### src/rtl/circle_point_gen_if.sv
// CORDIC request/response pair and point output stream for circle_point_gen.
// The generator is the master; the CORDIC unit and plot stage sit on the slave side.
interface circle_point_gen_if #(
   parameter int COORD_W = 10
);
   logic                      cordic_start;
   logic [15:0]               cordic_angle;
   logic signed [15:0]        cordic_sine;
   logic signed [15:0]        cordic_cosine;
   logic                      cordic_done;
   logic [COORD_W-1:0]        point_x;
   logic [COORD_W-1:0]        point_y;
   logic                      point_valid;
   logic                      point_ready;

   modport master (
      output cordic_start, cordic_angle, point_x, point_y, point_valid,
      input  cordic_sine, cordic_cosine, cordic_done, point_ready
   );

   modport slave (
      input  cordic_start, cordic_angle, point_x, point_y, point_valid,
      output cordic_sine, cordic_cosine, cordic_done, point_ready
   );
endinterface

### src/rtl/circle_point_gen.sv
// Angle sweep sequencer around a CORDIC sin/cos unit: one request per step,
// result scaled by radius, offset by centre, clamped and streamed out as points.
module circle_point_gen #(
   parameter int COORD_W  = 10,
   parameter int RADIUS_W = 8,
   parameter int TIMEOUT  = 63
) (
   input  logic                 clk,
   input  logic                 reset,
   input  logic                 go,
   input  logic [8:0]           angle_start,
   input  logic [7:0]           angle_step,
   input  logic [9:0]           num_points,
   input  logic [RADIUS_W-1:0]  radius,
   input  logic [COORD_W-1:0]   center_x,
   input  logic [COORD_W-1:0]   center_y,
   output logic                 busy,
   output logic                 sweep_done,
   output logic                 cordic_timeout,
   circle_point_gen_if.master   bus
);

   localparam logic [2:0] S_IDLE  = 3'd0;
   localparam logic [2:0] S_ISSUE = 3'd1;
   localparam logic [2:0] S_SKIP  = 3'd2;
   localparam logic [2:0] S_WAIT  = 3'd3;
   localparam logic [2:0] S_SCALE = 3'd4;
   localparam logic [2:0] S_EMIT  = 3'd5;

   localparam int PW = 16 + RADIUS_W + 1;
   localparam int SW = COORD_W + 2;
   localparam int TW = $clog2(TIMEOUT + 1);
   localparam logic signed [SW-1:0] COORD_MAX = SW'((1 << COORD_W) - 1);
   localparam logic [TW-1:0]        WAIT_LAST = TW'(TIMEOUT - 1);

   logic [2:0]                state;
   logic                      armed;
   logic [8:0]                angle_q;
   logic [7:0]                step_q;
   logic [9:0]                remain_q;
   logic [TW-1:0]             wait_cnt;
   logic [RADIUS_W-1:0]       radius_q;
   logic [COORD_W-1:0]        cx_q;
   logic [COORD_W-1:0]        cy_q;
   logic signed [15:0]        sin_p0;
   logic signed [15:0]        cos_p0;
   logic signed [PW-1:0]      prod_x_p0;
   logic signed [PW-1:0]      prod_y_p0;
   logic signed [SW-1:0]      tx_p0;
   logic signed [SW-1:0]      ty_p0;
   logic signed [SW-1:0]      sum_x_p0;
   logic signed [SW-1:0]      sum_y_p0;
   logic [9:0]                angle_sum;
   logic [8:0]                angle_next;

   function automatic logic [COORD_W-1:0] clamp_coord(input logic signed [SW-1:0] v);
      if (v < 0)
         return '0;
      else if (v > COORD_MAX)
         return '1;
      else
         return v[COORD_W-1:0];
   endfunction

   assign bus.cordic_angle = {7'd0, angle_q};

   // Advance the angle and keep it inside 0..359
   always_comb begin
      angle_sum  = {1'b0, angle_q} + {2'b00, step_q};
      angle_next = angle_q;
      if (angle_sum >= 10'd360)
         angle_next = 9'(angle_sum - 10'd360);
      else
         angle_next = angle_sum[8:0];
   end

   // Stage p0 -> output: scale the registered sin/cos by radius, floor shift, offset
   always_comb begin
      prod_x_p0 = PW'(cos_p0) * PW'($signed({1'b0, radius_q}));
      prod_y_p0 = PW'(sin_p0) * PW'($signed({1'b0, radius_q}));
      tx_p0     = SW'(prod_x_p0 >>> 14);
      ty_p0     = SW'(prod_y_p0 >>> 14);
      sum_x_p0  = $signed({2'b00, cx_q}) + tx_p0;
      sum_y_p0  = $signed({2'b00, cy_q}) - ty_p0;
   end

   always_ff @(posedge clk or posedge reset) begin
      if (reset) begin
         state            <= S_IDLE;
         armed            <= 1'b0;
         angle_q          <= '0;
         step_q           <= '0;
         remain_q         <= '0;
         wait_cnt         <= '0;
         busy             <= 1'b0;
         sweep_done       <= 1'b0;
         cordic_timeout   <= 1'b0;
         bus.cordic_start <= 1'b0;
         bus.point_x      <= '0;
         bus.point_y      <= '0;
         bus.point_valid  <= 1'b0;
      end else begin
         // armed blocks a go that lands on the first edge after reset release
         armed            <= 1'b1;
         sweep_done       <= 1'b0;
         bus.cordic_start <= 1'b0;
         case (state)
            S_IDLE: begin
               if (busy) begin
                  busy       <= 1'b0;
                  sweep_done <= 1'b1;
               end else if (go && armed) begin
                  angle_q        <= angle_start;
                  step_q         <= angle_step;
                  remain_q       <= num_points;
                  cordic_timeout <= 1'b0;
                  busy           <= 1'b1;
                  if (num_points != 10'd0) begin
                     state            <= S_ISSUE;
                     bus.cordic_start <= 1'b1;
                  end
               end
            end
            S_ISSUE: state <= S_SKIP;
            S_SKIP: begin
               wait_cnt <= '0;
               state    <= S_WAIT;
            end
            S_WAIT: begin
               if (bus.cordic_done) begin
                  state <= S_SCALE;
               end else if (wait_cnt == WAIT_LAST) begin
                  cordic_timeout <= 1'b1;
                  sweep_done     <= 1'b1;
                  busy           <= 1'b0;
                  state          <= S_IDLE;
               end else begin
                  wait_cnt <= wait_cnt + 1'b1;
               end
            end
            S_SCALE: begin
               bus.point_x     <= clamp_coord(sum_x_p0);
               bus.point_y     <= clamp_coord(sum_y_p0);
               bus.point_valid <= 1'b1;
               state           <= S_EMIT;
            end
            S_EMIT: begin
               if (bus.point_ready) begin
                  bus.point_valid <= 1'b0;
                  remain_q        <= remain_q - 10'd1;
                  angle_q         <= angle_next;
                  if (remain_q == 10'd1) begin
                     sweep_done <= 1'b1;
                     busy       <= 1'b0;
                     state      <= S_IDLE;
                  end else begin
                     bus.cordic_start <= 1'b1;
                     state            <= S_ISSUE;
                  end
               end
            end
            default: state <= S_IDLE;
         endcase
      end
   end

   // Datapath captures carry no reset; they are only consumed after being loaded
   always_ff @(posedge clk) begin
      if (state == S_IDLE && !busy && go) begin
         radius_q <= radius;
         cx_q     <= center_x;
         cy_q     <= center_y;
      end
      if (state == S_WAIT && bus.cordic_done) begin
         sin_p0 <= bus.cordic_sine;
         cos_p0 <= bus.cordic_cosine;
      end
   end

endmodule

### src/flat_wrapper.sv
// flat-port wrapper written by rule: the top's interface ports become plain ports
module circle_point_gen_flat 
#(
   parameter int COORD_W  = 10,
   parameter int RADIUS_W = 8,
   parameter int TIMEOUT  = 63
)
  (clk, reset, go, angle_start, angle_step, num_points, radius, center_x, center_y, busy, sweep_done, cordic_timeout, bus_cordic_start, bus_cordic_angle, bus_point_x, bus_point_y, bus_point_valid, bus_cordic_sine, bus_cordic_cosine, bus_cordic_done, bus_point_ready);
  circle_point_gen_if #(.COORD_W(COORD_W)) bus_i ();
  input  logic clk;
  input  logic reset;
  input  logic go;
  input  logic [8:0] angle_start;
  input  logic [7:0] angle_step;
  input  logic [9:0] num_points;
  input  logic [RADIUS_W-1:0] radius;
  input  logic [COORD_W-1:0] center_x;
  input  logic [COORD_W-1:0] center_y;
  output logic busy;
  output logic sweep_done;
  output logic cordic_timeout;
  output wire logic [$bits(bus_i.cordic_start)-1:0] bus_cordic_start;
  output wire logic [$bits(bus_i.cordic_angle)-1:0] bus_cordic_angle;
  output wire logic [$bits(bus_i.point_x)-1:0] bus_point_x;
  output wire logic [$bits(bus_i.point_y)-1:0] bus_point_y;
  output wire logic [$bits(bus_i.point_valid)-1:0] bus_point_valid;
  input wire logic [$bits(bus_i.cordic_sine)-1:0] bus_cordic_sine;
  input wire logic [$bits(bus_i.cordic_cosine)-1:0] bus_cordic_cosine;
  input wire logic [$bits(bus_i.cordic_done)-1:0] bus_cordic_done;
  input wire logic [$bits(bus_i.point_ready)-1:0] bus_point_ready;
  assign bus_cordic_start = bus_i.cordic_start;
  assign bus_cordic_angle = bus_i.cordic_angle;
  assign bus_point_x = bus_i.point_x;
  assign bus_point_y = bus_i.point_y;
  assign bus_point_valid = bus_i.point_valid;
  assign bus_i.cordic_sine = bus_cordic_sine;
  assign bus_i.cordic_cosine = bus_cordic_cosine;
  assign bus_i.cordic_done = bus_cordic_done;
  assign bus_i.point_ready = bus_point_ready;
  circle_point_gen #(.COORD_W(COORD_W), .RADIUS_W(RADIUS_W), .TIMEOUT(TIMEOUT)) u_core (.clk(clk), .reset(reset), .go(go), .angle_start(angle_start), .angle_step(angle_step), .num_points(num_points), .radius(radius), .center_x(center_x), .center_y(center_y), .busy(busy), .sweep_done(sweep_done), .cordic_timeout(cordic_timeout), .bus(bus_i));
endmodule
### config.mk
export PLATFORM = sky130hd
export DESIGN_NAME = circle_point_gen_flat
export DESIGN_NICKNAME = d
export VERILOG_FILES = /design/src/rtl/circle_point_gen_if.sv /design/src/rtl/circle_point_gen.sv /design/src/flat_wrapper.sv
export SDC_FILE = /design/constraint.sdc
export NUM_CORES = 1
export LEC_CHECK = 0
export CORE_MARGIN = 10
export CORE_UTILIZATION = 25
export CTS_BUF_LIST = sky130_fd_sc_hd__clkbuf_4 sky130_fd_sc_hd__clkbuf_8
export DETAILED_ROUTE_END_ITERATION = 8
export PLACE_DENSITY_LB_ADDON = 0.2
export SKIP_LAST_GASP = 1
export SLEW_MARGIN = 30
export SYNTH_ARGS = -nofsm -noshare
export SYNTH_HDL_FRONTEND = slang
export SYNTH_SLANG_ARGS = --single-unit
### constraint.sdc
create_clock -name clk -period 8.75 [get_ports clk]
set_input_delay 0.875 -clock clk [delete_from_list [all_inputs] [get_ports clk]]
set_output_delay 0.875 -clock clk [all_outputs]
set_load 0.005 [all_outputs]
==> flow_metrics.tcl <==
set metrics [dict create \
    route.detailed.drc 0 \
    cp-end-kind "flop" \
    hold_depth 2 \
    area_growth_pct 17.8 \
    mostFrequentLayoutCells "inv_1 (277), fa_1 (205), nand2_1 (197), ha_1 (127), clkdlybuf4s50_1 (125)" \
    yosys.area.top_type_share_pct 28.2 \
    yosys_warnings 0 \
    reg2reg_to "u_core.bus.point_y[1]$_DFFE_PP0P_" \
    startpoint_type "flop" \
    finalCritPeriodShare_pct 86.5 \
    use_met1_pct 15.9 \
    grtUsageTotal_pct 11.9 \
    min_delay_worst_endpoint "u_core.bus.point_x[2]$_DFFE_PP0P_" \
    viasPerCell 4.40 \
    use_met3_pct 3.30 \
    max_freq_ghz 0.132 \
    ioPinCount 133 \
    antenna_left 0 \
    hold_buffers 0 \
    clockBufferDepth 2 \
    rsz0062_at_grt "no" \
    drt_iter0_drc 448 \
    critPathMostFrequentCell "fa_1" \
    synth_area_leaders "fa_1 (28%), edfxtp_1 (12%), ha_1 (11%)" \
    setup_viol 0 \
    slowest_delay_ns 0.83 \
    final_common_cell "inv_1" \
    grt-ovfl-total 0 \
    worstMarginPinSlew_ns 0.958 \
    tns_ns 0 \
    r2r-start "u_core.radius_q[4]$_DFFE_PP_" \
    numClockSinks 122 \
    clk_latency_ns 0.54 \
    period_needed_ns 7.57 \
    path_clk_slew_ns 0.09 \
    grt_pass1_vias 11200 \
    rows 88 \
    hold_start "u_core.bus.point_x[2]$_DFFE_PP0P_" \
    timing.slew.headroom_pct 36.1 \
    postCtsSetupBuffers 0 \
    worstPathRequired_ns 9.15 \
    antenna_found_initial 6 \
    gr-usage-met2_pct 18.4 \
    crit_slowest_cell "edfxtp_1" \
    synth-main-ff-cell "dfrtp_1" \
    syn_avg_cell_area_um2 9.64 \
    maxSlewViolCount 0 \
    seq_area_frac_synth_pct 23.1 \
    worstPathArrival_ns 7.97 \
    status "finished, final reports clean" \
    post_synth_num_cell_types 76 \
    grt_max_degree 63 \
    synth-seq-cells 122 \
    finalHoldViolCount 0 \
    path_max_fanout 17 \
    post_cts_resized 0 \
    drt-pass1-iter-count 5 \
    initial_utilization_pct 25.2 \
    hpwlAfterDp_um 30600 \
    port_buffers 125 \
    drive_gt1_share_pct 5.66 \
    critPathKind "flop to flop" \
    die_area_mm2 0.0682 \
    core_area_mm2 0.0576 \
    regToRegSetupSlack_ns 1.18 \
    wirelength_um 38500 \
    cts_root_buf "clkbuf_8" \
    wire_per_inst_um 16.0 \
    finClkSkew_ns 0.0173 \
    busiest_layer "met2" \
    hp-class "flop to flop" \
    syn_area_mm2 0.0145 \
    maxCapViolCount 0 \
    die-height_um 261 \
    cts_tree "done" \
    synth_top_area_cell "fa_1" \
    numCtsBuffers 17 \
    syn_inst 1508 \
    synth-edff-count 60 \
    final_nets 2053 \
    htree_levels 4 \
    fp.dieW_um 261 \
    ys_async_sr_fraction_pct 50.8 \
    grt_pass1_wl_um 62300 \
    vias 10600 \
    reg2reg_depth 27 \
    gp_congestion 0.804 \
]
==> sequential cells by signal (all words and copies together) (netlist names) <==
signal / count
u_core.busy: 1
u_core.cy_q: 10
u_core.bus.cordic_start: 1
u_core.sweep_done: 1
u_core.cx_q: 10
u_core.cordic_timeout: 1
u_core.wait_cnt: 6
u_core.angle_q: 9
u_core.bus.point_x: 10
u_core.step_q: 8
u_core.radius_q: 8
u_core.remain_q: 10
u_core.bus.point_valid: 1
u_core.armed: 1
u_core.sin_p0: 16
u_core.bus.point_y: 10
u_core.state: 3
u_core.cos_p0: 16
==> cells in the mapped netlist (7+ instances only) <==
cell	number
xnor2_1	33
buf_4	7
a211oi_1	9
mux2_2	9
a22oi_1	12
ha_1	127
clkbuf_1	33
edfxtp_1	60
xor2_1	20
nand3_1	16
and2_1	114
o21ai_0	50
nand2_1	197
and3_1	8
inv_1	278
nor3_1	16
fa_1	205
nor2_1	52
a21o_1	9
dfrtp_1	62
a21oi_1	62
and2_2	12
==> cells by family after synthesis <==
| kind of cell | Yosys count | synth area share [%] |
|---|---|---|
| DFF | 122 | 23.1 |
| muxes | 10 | 0.766 |
| other | 2 | 0.0517 |
| buffers and inverters | 323 | 8.66 |
| adders and majority gates | 332 | 39.2 |
| AOI/OAI and AO/OA | 203 | 9.09 |
| xor gates and xnor gates | 55 | 3.46 |
| and+or+nand+nor | 461 | 15.7 |
==> per-layer routing <==
| layer | part of all wire (%) | wire [µm] |
|---|---|---|
| met1 | 47 | 18100 |
| met4 | 1.3 | 504 |
| met3 | 5.6 | 2160 |
| met2 | 46 | 17700 |
| met5 | 0.12 | 48 |
==> through the flow <==
step | instances | hold WS [ns] | cell area [µm²] | setup WS [ns] | util, %
after floorplan | 1514 | 0.460 | 14600 | 1.96 | -
after global placement | 2368 | 0.466 | 16600 | 1.24 | 28.9
after detailed placement | 2374 | 0.470 | 16700 | 1.17 | 29.0
after CTS | 2406 | 0.489 | 17100 | 1.14 | 29.7
after global routing | 2408 | 0.527 | 17100 | 0.641 | 29.7
final | 2408 | 0.482 | 17100 | 1.18 | 29.7
==> layout make-up <==
class	instances	area, µm²
Clock buffer	19	255
Antenna cell	1	2.50
Fill cell	6007	40500
Sequential cell	122	3350
Multi-Input combinational cell	1069	9960
Inverter	278	1040
Tap cell	765	957
Clock inverter	13	134
Timing Repair Buffer	141	1410
==> how the worst max path moves through the flow <==
stage / from / end / slack [ns] / cells past startpoint
6_report: u_core.radius_q[4]$_DFFE_PP_ / u_core.bus.point_y[1]$_DFFE_PP0P_ / 1.18 / 27
2_1_floorplan: u_core.radius_q[0]$_DFFE_PP_ / u_core.bus.point_y[4]$_DFFE_PP0P_ / 1.96 / 28
5_1_grt: u_core.radius_q[4]$_DFFE_PP_ / u_core.bus.point_y[0]$_DFFE_PP0P_ / 0.64 / 27
3_3_place_gp: u_core.radius_q[0]$_DFFE_PP_ / u_core.bus.point_y[4]$_DFFE_PP0P_ / 1.24 / 26
4_1_cts: u_core.radius_q[3]$_DFFE_PP_ / u_core.bus.point_y[1]$_DFFE_PP0P_ / 1.14 / 26
3_5_place_dp: u_core.radius_q[3]$_DFFE_PP_ / u_core.bus.point_y[9]$_DFFE_PP0P_ / 1.17 / 26
==> critical path, delay by kind of cell (launching register included) <==
| family | cells | cell delay [ns] |
|---|---|---|
| compound gates | 12 | 2.61 |
| fa+ha+maj | 6 | 2.59 |
| flops | 1 | 0.83 |
| simple gates | 4 | 0.72 |
| buf+inv | 4 | 0.53 |
| xor+xnor | 1 | 0.17 |
Power is left out: the tool's default activity adds up to more than one toggle a clock period on the data nets, which glitch-free logic cannot reach.
